File: config.mk
export PLATFORM = sky130hd
export DESIGN_NAME = setbit_iter_flat
export DESIGN_NICKNAME = d
export VERILOG_FILES = /design/src/rtl/setbit_iter_if.sv /design/src/rtl/setbit_iter.sv /design/src/flat_wrapper.sv
export SDC_FILE = /design/constraint.sdc
export NUM_CORES = 1
export LEC_CHECK = 0
export CORE_MARGIN = 5
export CORE_UTILIZATION = 51
export CTS_BUF_LIST = sky130_fd_sc_hd__clkbuf_4
export DETAILED_ROUTE_END_ITERATION = 6
export GPL_ROUTABILITY_DRIVEN = 1
export PLACE_DENSITY = 0.75
export SLEW_MARGIN = 20
export SYNTH_ARGS = -nofsm -noshare
export SYNTH_HDL_FRONTEND = slang
export SYNTH_SLANG_ARGS = --single-unit
File: constraint.sdc
create_clock -name clk_i -period 5.1 [get_ports clk_i]
set_clock_uncertainty 0.1 [all_clocks]
set_input_delay 0.765 -clock clk_i [delete_from_list [all_inputs] [get_ports clk_i]]
set_output_delay 0.765 -clock clk_i [all_outputs]
set_load 0.01 [all_outputs]
File: src/rtl/setbit_iter_if.sv
// Handshake bundle for setbit_iter: vector input stream and per-index output stream.
// The DUT takes the slave modport; the producer/consumer side takes master.
interface setbit_iter_if #(
    parameter int WIDTH = 32
);
    localparam int IDX_W = (WIDTH > 1) ? $clog2(WIDTH) : 1;
    localparam int CNT_W = $clog2(WIDTH + 1);

    logic [WIDTH-1:0] in_data_i;
    logic             in_valid_i;
    logic             in_ready_o;
    logic [IDX_W-1:0] idx_o;
    logic [CNT_W-1:0] count_o;
    logic             last_o;
    logic             empty_o;
    logic             out_valid_o;
    logic             out_ready_i;

    modport slave (
        input  in_data_i, in_valid_i, out_ready_i,
        output in_ready_o, idx_o, count_o, last_o, empty_o, out_valid_o
    );

    modport master (
        output in_data_i, in_valid_i, out_ready_i,
        input  in_ready_o, idx_o, count_o, last_o, empty_o, out_valid_o
    );
endinterface

File: src/rtl/setbit_iter.sv
// Streaming set-bit iterator: captures a vector, then emits the index of every
// set bit one per beat, lowest-first (MODE=0) or highest-first (MODE=1).
module setbit_iter #(
    parameter int WIDTH = 32,
    parameter int MODE  = 0
) (
    input  logic         clk_i,
    input  logic         arst_ni,
    input  logic         flush_i,
    setbit_iter_if.slave bus
);
    localparam int IDX_W = (WIDTH > 1) ? $clog2(WIDTH) : 1;
    localparam int CNT_W = $clog2(WIDTH + 1);

    generate
        if (WIDTH < 1) begin : g_bad_width
            $fatal(1, "setbit_iter: WIDTH must be >= 1");
        end
        if (MODE != 0 && MODE != 1) begin : g_bad_mode
            $fatal(1, "setbit_iter: MODE must be 0 or 1");
        end
    endgenerate

    typedef enum logic {IDLE, SCAN} state_t;

    state_t           state_q, state_d;
    logic [WIDTH-1:0] work_q, work_d;
    logic [CNT_W-1:0] cnt_q, cnt_d;
    logic             zero_q, zero_d;

    // Later loop iterations override earlier ones, so the scan direction sets priority.
    function automatic logic [IDX_W-1:0] find_first(input logic [WIDTH-1:0] v);
        logic [IDX_W-1:0] r;
        r = '0;
        if (MODE == 0) begin
            for (int i = WIDTH - 1; i >= 0; i--)
                if (v[i]) r = IDX_W'(i);
        end else begin
            for (int i = 0; i < WIDTH; i++)
                if (v[i]) r = IDX_W'(i);
        end
        return r;
    endfunction

    function automatic logic [CNT_W-1:0] popcount(input logic [WIDTH-1:0] v);
        logic [CNT_W-1:0] c;
        c = '0;
        for (int i = 0; i < WIDTH; i++)
            c = c + CNT_W'(v[i]);
        return c;
    endfunction

    function automatic logic at_most_one(input logic [WIDTH-1:0] v);
        return (v & (v - WIDTH'(1))) == '0;
    endfunction

    logic             scan;
    logic [IDX_W-1:0] idx_cur;
    logic             last_cur;
    logic             out_hs;
    logic             in_hs;

    assign scan     = (state_q == SCAN);
    assign idx_cur  = find_first(work_q);
    assign last_cur = scan && at_most_one(work_q);
    assign out_hs   = scan && bus.out_ready_i;
    assign in_hs    = bus.in_valid_i && bus.in_ready_o;

    assign bus.out_valid_o = scan;
    assign bus.idx_o       = idx_cur;
    assign bus.count_o     = cnt_q;
    assign bus.last_o      = last_cur;
    assign bus.empty_o     = scan && zero_q;
    // Accepting on the final beat lets a new vector follow with no idle cycle.
    assign bus.in_ready_o  = !flush_i && (!scan || (last_cur && bus.out_ready_i));

    always_comb begin
        state_d = state_q;
        work_d  = work_q;
        cnt_d   = cnt_q;
        zero_d  = zero_q;
        if (flush_i) begin
            state_d = IDLE;
            work_d  = '0;
        end else begin
            if (out_hs) begin
                work_d[idx_cur] = 1'b0;
                if (last_cur) state_d = IDLE;
            end
            if (in_hs) begin
                state_d = SCAN;
                work_d  = bus.in_data_i;
                cnt_d   = popcount(bus.in_data_i);
                zero_d  = (bus.in_data_i == '0);
            end
        end
    end

    always_ff @(posedge clk_i or negedge arst_ni) begin
        if (!arst_ni) begin
            state_q <= IDLE;
            work_q  <= '0;
            cnt_q   <= '0;
            zero_q  <= 1'b0;
        end else begin
            state_q <= state_d;
            work_q  <= work_d;
            cnt_q   <= cnt_d;
            zero_q  <= zero_d;
        end
    end
endmodule

File: src/flat_wrapper.sv
// flat-port wrapper written by rule: the top's interface ports become plain ports
module setbit_iter_flat 
#(
    parameter int WIDTH = 32,
    parameter int MODE  = 0
)
  (clk_i, arst_ni, flush_i, bus_in_data_i, bus_in_valid_i, bus_out_ready_i, bus_in_ready_o, bus_idx_o, bus_count_o, bus_last_o, bus_empty_o, bus_out_valid_o);
  setbit_iter_if #(.WIDTH(WIDTH)) bus_i ();
  input  logic clk_i;
  input  logic arst_ni;
  input  logic flush_i;
  input wire logic [$bits(bus_i.in_data_i)-1:0] bus_in_data_i;
  input wire logic [$bits(bus_i.in_valid_i)-1:0] bus_in_valid_i;
  input wire logic [$bits(bus_i.out_ready_i)-1:0] bus_out_ready_i;
  output wire logic [$bits(bus_i.in_ready_o)-1:0] bus_in_ready_o;
  output wire logic [$bits(bus_i.idx_o)-1:0] bus_idx_o;
  output wire logic [$bits(bus_i.count_o)-1:0] bus_count_o;
  output wire logic [$bits(bus_i.last_o)-1:0] bus_last_o;
  output wire logic [$bits(bus_i.empty_o)-1:0] bus_empty_o;
  output wire logic [$bits(bus_i.out_valid_o)-1:0] bus_out_valid_o;
  assign bus_i.in_data_i = bus_in_data_i;
  assign bus_i.in_valid_i = bus_in_valid_i;
  assign bus_i.out_ready_i = bus_out_ready_i;
  assign bus_in_ready_o = bus_i.in_ready_o;
  assign bus_idx_o = bus_i.idx_o;
  assign bus_count_o = bus_i.count_o;
  assign bus_last_o = bus_i.last_o;
  assign bus_empty_o = bus_i.empty_o;
  assign bus_out_valid_o = bus_i.out_valid_o;
  setbit_iter #(.WIDTH(WIDTH), .MODE(MODE)) u_core (.clk_i(clk_i), .arst_ni(arst_ni), .flush_i(flush_i), .bus(bus_i));
endmodule
==> impl_metrics.tcl, run 1 <==
set metrics [dict create \
    status "finished with violations" \
    violations "setup timing" \
    drive_gt1_frac 0.1728 \
    syn-num-nets 487 \
    first_pass_iters 5 \
    numClockSinks 40 \
    die_w_um 95.71 \
    ant_nets 0 \
    synth_cells 417 \
    r2r_start "u_core.work_q[18]$_DFFE_PN0P_" \
    fp.coreArea_sq_mm 0.007214 \
    vias 3685 \
    fin_crit_sh 1.055 \
    ys_top_cells_by_area "dfrtp_1 (27%), fa_1 (13%), o21ai_0 (4.7%)" \
    globalRouteOverflowTotal 0 \
    start_kind "input port" \
    crit_required_ns 5.27 \
    synth_warnings 0 \
    layout_commonest_cell "dfrtp_1" \
    insertion_delay_ns 0.37 \
    dp.cells 574 \
    pre_cts_ws_ns -1.346 \
    setup_viol 4 \
    synth_edf_count 0 \
    irDropWorstVdd_v 0.0008194 \
    p_leak_nw 1.956 \
    cts.path.max_buffers 2 \
    powerDensity_mw_per_mm2 418.5 \
    rrSetupSlack_ns 1.02 \
    ys_ff_latch 40 \
    wl_met2_mm 5.566 \
    top_layer_used "met4" \
    cts_buffers 5 \
    p_total_mw 1.928 \
    path_class "in2reg" \
    multiInputGateArea_sq_mm 0.002479 \
    start_util 0.5193 \
    ioPinCount 52 \
    r2r_cells 8 \
    clk_pin_slew_worst_paths_ns 0.14 \
    placement.io_buffers 51 \
    max_cap_viol_count 0 \
    final_cell_mix "dfrtp_1 (40), inv_1 (37), o21ai_0 (34), clkdlybuf4s50_1 (34), buf_4 (32)" \
    critPathCaptureType "flip-flop" \
    cpMostUsedCell "fa_1" \
    ctsHoldBuffers 0 \
    gp_congestion 0.9284 \
    ys_types 65 \
    critPathMaxFanout 2 \
    drtIter0Drc 378 \
    synthFlopType "dfrtp_1" \
    crit_chain "buf_8 > inv_8 > ha_4 > inv_2 > fa_1 > inv_2 > fa_1 > fa_1 > fa_1 > fa_1 > inv_1 > fa_1 > inv_2 > fa_2 > fa_2 > a21o_1 > a21oi_2 > xnor2_1 > mux2_4" \
    regArea_sq_mm 0.001001 \
    n_fill_cell 633 \
    slew-limit-headroom 0.3766 \
    stdcell_area_sq_mm 0.004607 \
    worstMarginPinSlew_ns 0.9351 \
    wl_met1_mm 4.606 \
    grt_max_degree 41 \
    cts_root_buffer "clkbuf_4" \
    grt_usage 0.2771 \
    grt_pass1_vias 3722 \
    fin_cells 585 \
    htree_levels 2 \
    fin_setup_tns_ns -0.5790 \
    utilization 0.6386 \
    cpPeakStageDelay_ns 0.55 \
    layout_setup_ws_ns -0.2800 \
    wirelength_mm 11.60 \
    antenna_found_initial 0 \
    route.detailed.drc 0 \
    finalHoldViolations 0 \
    place_area_sq_mm 0.004513 \
    vias_per_cell 6.299 \
    ys_seq_area_frac 0.2672 \
    cp.arrival_ns 5.55 \
    postSynth.asyncResetShare 1.000 \
    avgSynthCellArea_sq_um 8.983 \
    cp_top_family "adder cells" \
    wl_met3_mm 1.048 \
    netlist_area_sq_mm 0.003746 \
    nNetsFinal 555 \
    hold_slack_ns 0.4173 \
    cts_tree "yes" \
    critical-path-slowest-cell "fa_1" \
    r2r_end "u_core.bus.count_o[1]$_DFFE_PN0P_" \
    die_y_um 95.71 \
    rsz0062_at_grt "true" \
    n_antenna_cell 0 \
    hold_class "in2async" \
    post-synth-top-area-cell "dfrtp_1" \
    period_minus_slack_ns 5.380 \
    grt_pass1_wl_mm 19.35 \
    path_buf_inv 6 \
    max_freq_mhz 185.9 \
    dieArea_sq_mm 0.009159 \
    rows 31 \
    area_growth_pct 22.98 \
    place_hpwl_mm 9.247 \
    synth_top_area_share 0.2672 \
    slew_violations 0 \
    wl_per_cell_um 19.83 \
]
[report_power, final]
| part | internal (mW) | leakage [nW] | total, mW | switching [mW] |
|---|---|---|---|---|
| Sequential | 0.361 | 0.528 | 0.416 | 0.0554 |
| Clock | 0.102 | 0.0412 | 0.222 | 0.119 |
| Combinational | 0.674 | 1.39 | 1.29 | 0.616 |
[per-layer routing]
layer,GRT usage,vias up
li1,-,1669
met1,0.3704,1777
met2,0.4499,210
met3,0.04457,29
met4,0.1102,0
met5,0,-
[layout make-up]
class	count	share of cell area
clock buffer	5	0.008148
tap	99	0.02689
inverter	45	0.03938
clock inverter	3	0.009234
sequential	40	0.2173
timing repair buffer	84	0.1611
multi-input combinational	309	0.5380
[what timing repair did]
item | in CTS | in global routing
setup buffers | 0 | 3
endpoints found under the setup margin | 6 | 6
resized for setup | 35 | 8
pin swaps | 14 | 6
[cells by family after synthesis]
| kind of cell | after synthesis | share of synthesized area |
|---|---|---|
| compound gates | 119 | 0.2098 |
| xor+xnor | 3 | 0.007015 |
| fa+ha+maj | 33 | 0.1583 |
| buf+inv | 68 | 0.07849 |
| flops | 40 | 0.2672 |
| mux | 20 | 0.06212 |
| simple gates | 134 | 0.2171 |
[worst reg2reg max path, cell delays in order (launching register included)]
cell	delay [ns]
dfrtp_1	0.45
or4_1	0.71
nor4_2	0.37
nand2_1	0.15
a221o_1	0.31
or4_4	0.57
or4_1	0.73
nand2_8	0.26
mux2_2	0.36
[sequential cells by signal, summed over array words and instances, names as in the netlist]
register and count:
u_core.bus.out_valid_o 1, u_core.work_q 32, u_core.bus.count_o 6, u_core.zero_q 1
[worst max-delay path by stage]
stage / from / to / slack, ns / depth (start not counted)
2_1_floorplan: bus_in_data_i[1] / u_core.bus.count_o[4]$_DFFE_PN0P_ / -0.56 / 18
4_1_cts: bus_in_data_i[1] / u_core.bus.count_o[4]$_DFFE_PN0P_ / -0.35 / 19
3_3_place_gp: bus_in_data_i[1] / u_core.bus.count_o[4]$_DFFE_PN0P_ / -1.27 / 19
3_5_place_dp: bus_in_data_i[1] / u_core.bus.count_o[4]$_DFFE_PN0P_ / -1.35 / 19
6_report: bus_in_data_i[1] / u_core.bus.count_o[4]$_DFFE_PN0P_ / -0.28 / 19
5_1_grt: bus_in_data_i[1] / u_core.bus.count_o[4]$_DFFE_PN0P_ / -0.36 / 19
[Yosys cell counts (2+ instances only)]
| master | count |
|---|---|
| nor2_1 | 27 |
| nor4_2 | 2 |
| mux2_2 | 10 |
| buf_6 | 2 |
| fa_1 | 24 |
| a21oi_1 | 27 |
| a31oi_1 | 4 |
| nand4_1 | 7 |
| or4_1 | 4 |
| a211oi_1 | 2 |
| mux2_4 | 3 |
| inv_1 | 44 |
| dfrtp_1 | 40 |
| and3_1 | 5 |
| mux2i_1 | 3 |
| a32oi_1 | 2 |
| or3_1 | 4 |
| nor4_4 | 4 |
| a41o_1 | 2 |
| o21ai_0 | 35 |
| ha_1 | 9 |
| o31ai_1 | 8 |
| a22o_1 | 2 |
| clkbuf_1 | 15 |
| nand2_1 | 19 |
| a21o_1 | 3 |
| o41ai_1 | 7 |
| nor4b_1 | 2 |
| nor3_1 | 15 |
| nand3_1 | 14 |
| a311o_1 | 2 |
| a22oi_1 | 3 |
| mux2_1 | 4 |
| nor2b_1 | 2 |
| nor4_1 | 13 |
| a221o_1 | 3 |
| a21boi_0 | 3 |
| xnor2_1 | 2 |
| buf_2 | 3 |
| or4_4 | 2 |
| and2_1 | 6 |
| o311ai_0 | 6 |
Note: power is estimated with default switching activity, not from simulation.
==> run 2, diff against run 1 <==
--- a/config.mk
+++ b/config.mk
@@ -5,6 +5,7 @@
 export SDC_FILE = /design/constraint.sdc
 export NUM_CORES = 1
 export LEC_CHECK = 0
+export CAP_MARGIN = 10
 export CORE_MARGIN = 5
 export CORE_UTILIZATION = 51
 export CTS_BUF_LIST = sky130_fd_sc_hd__clkbuf_4
==> results of run 2 <==
Same layout as run 1: the final DEF is identical, and so are final timing and power.
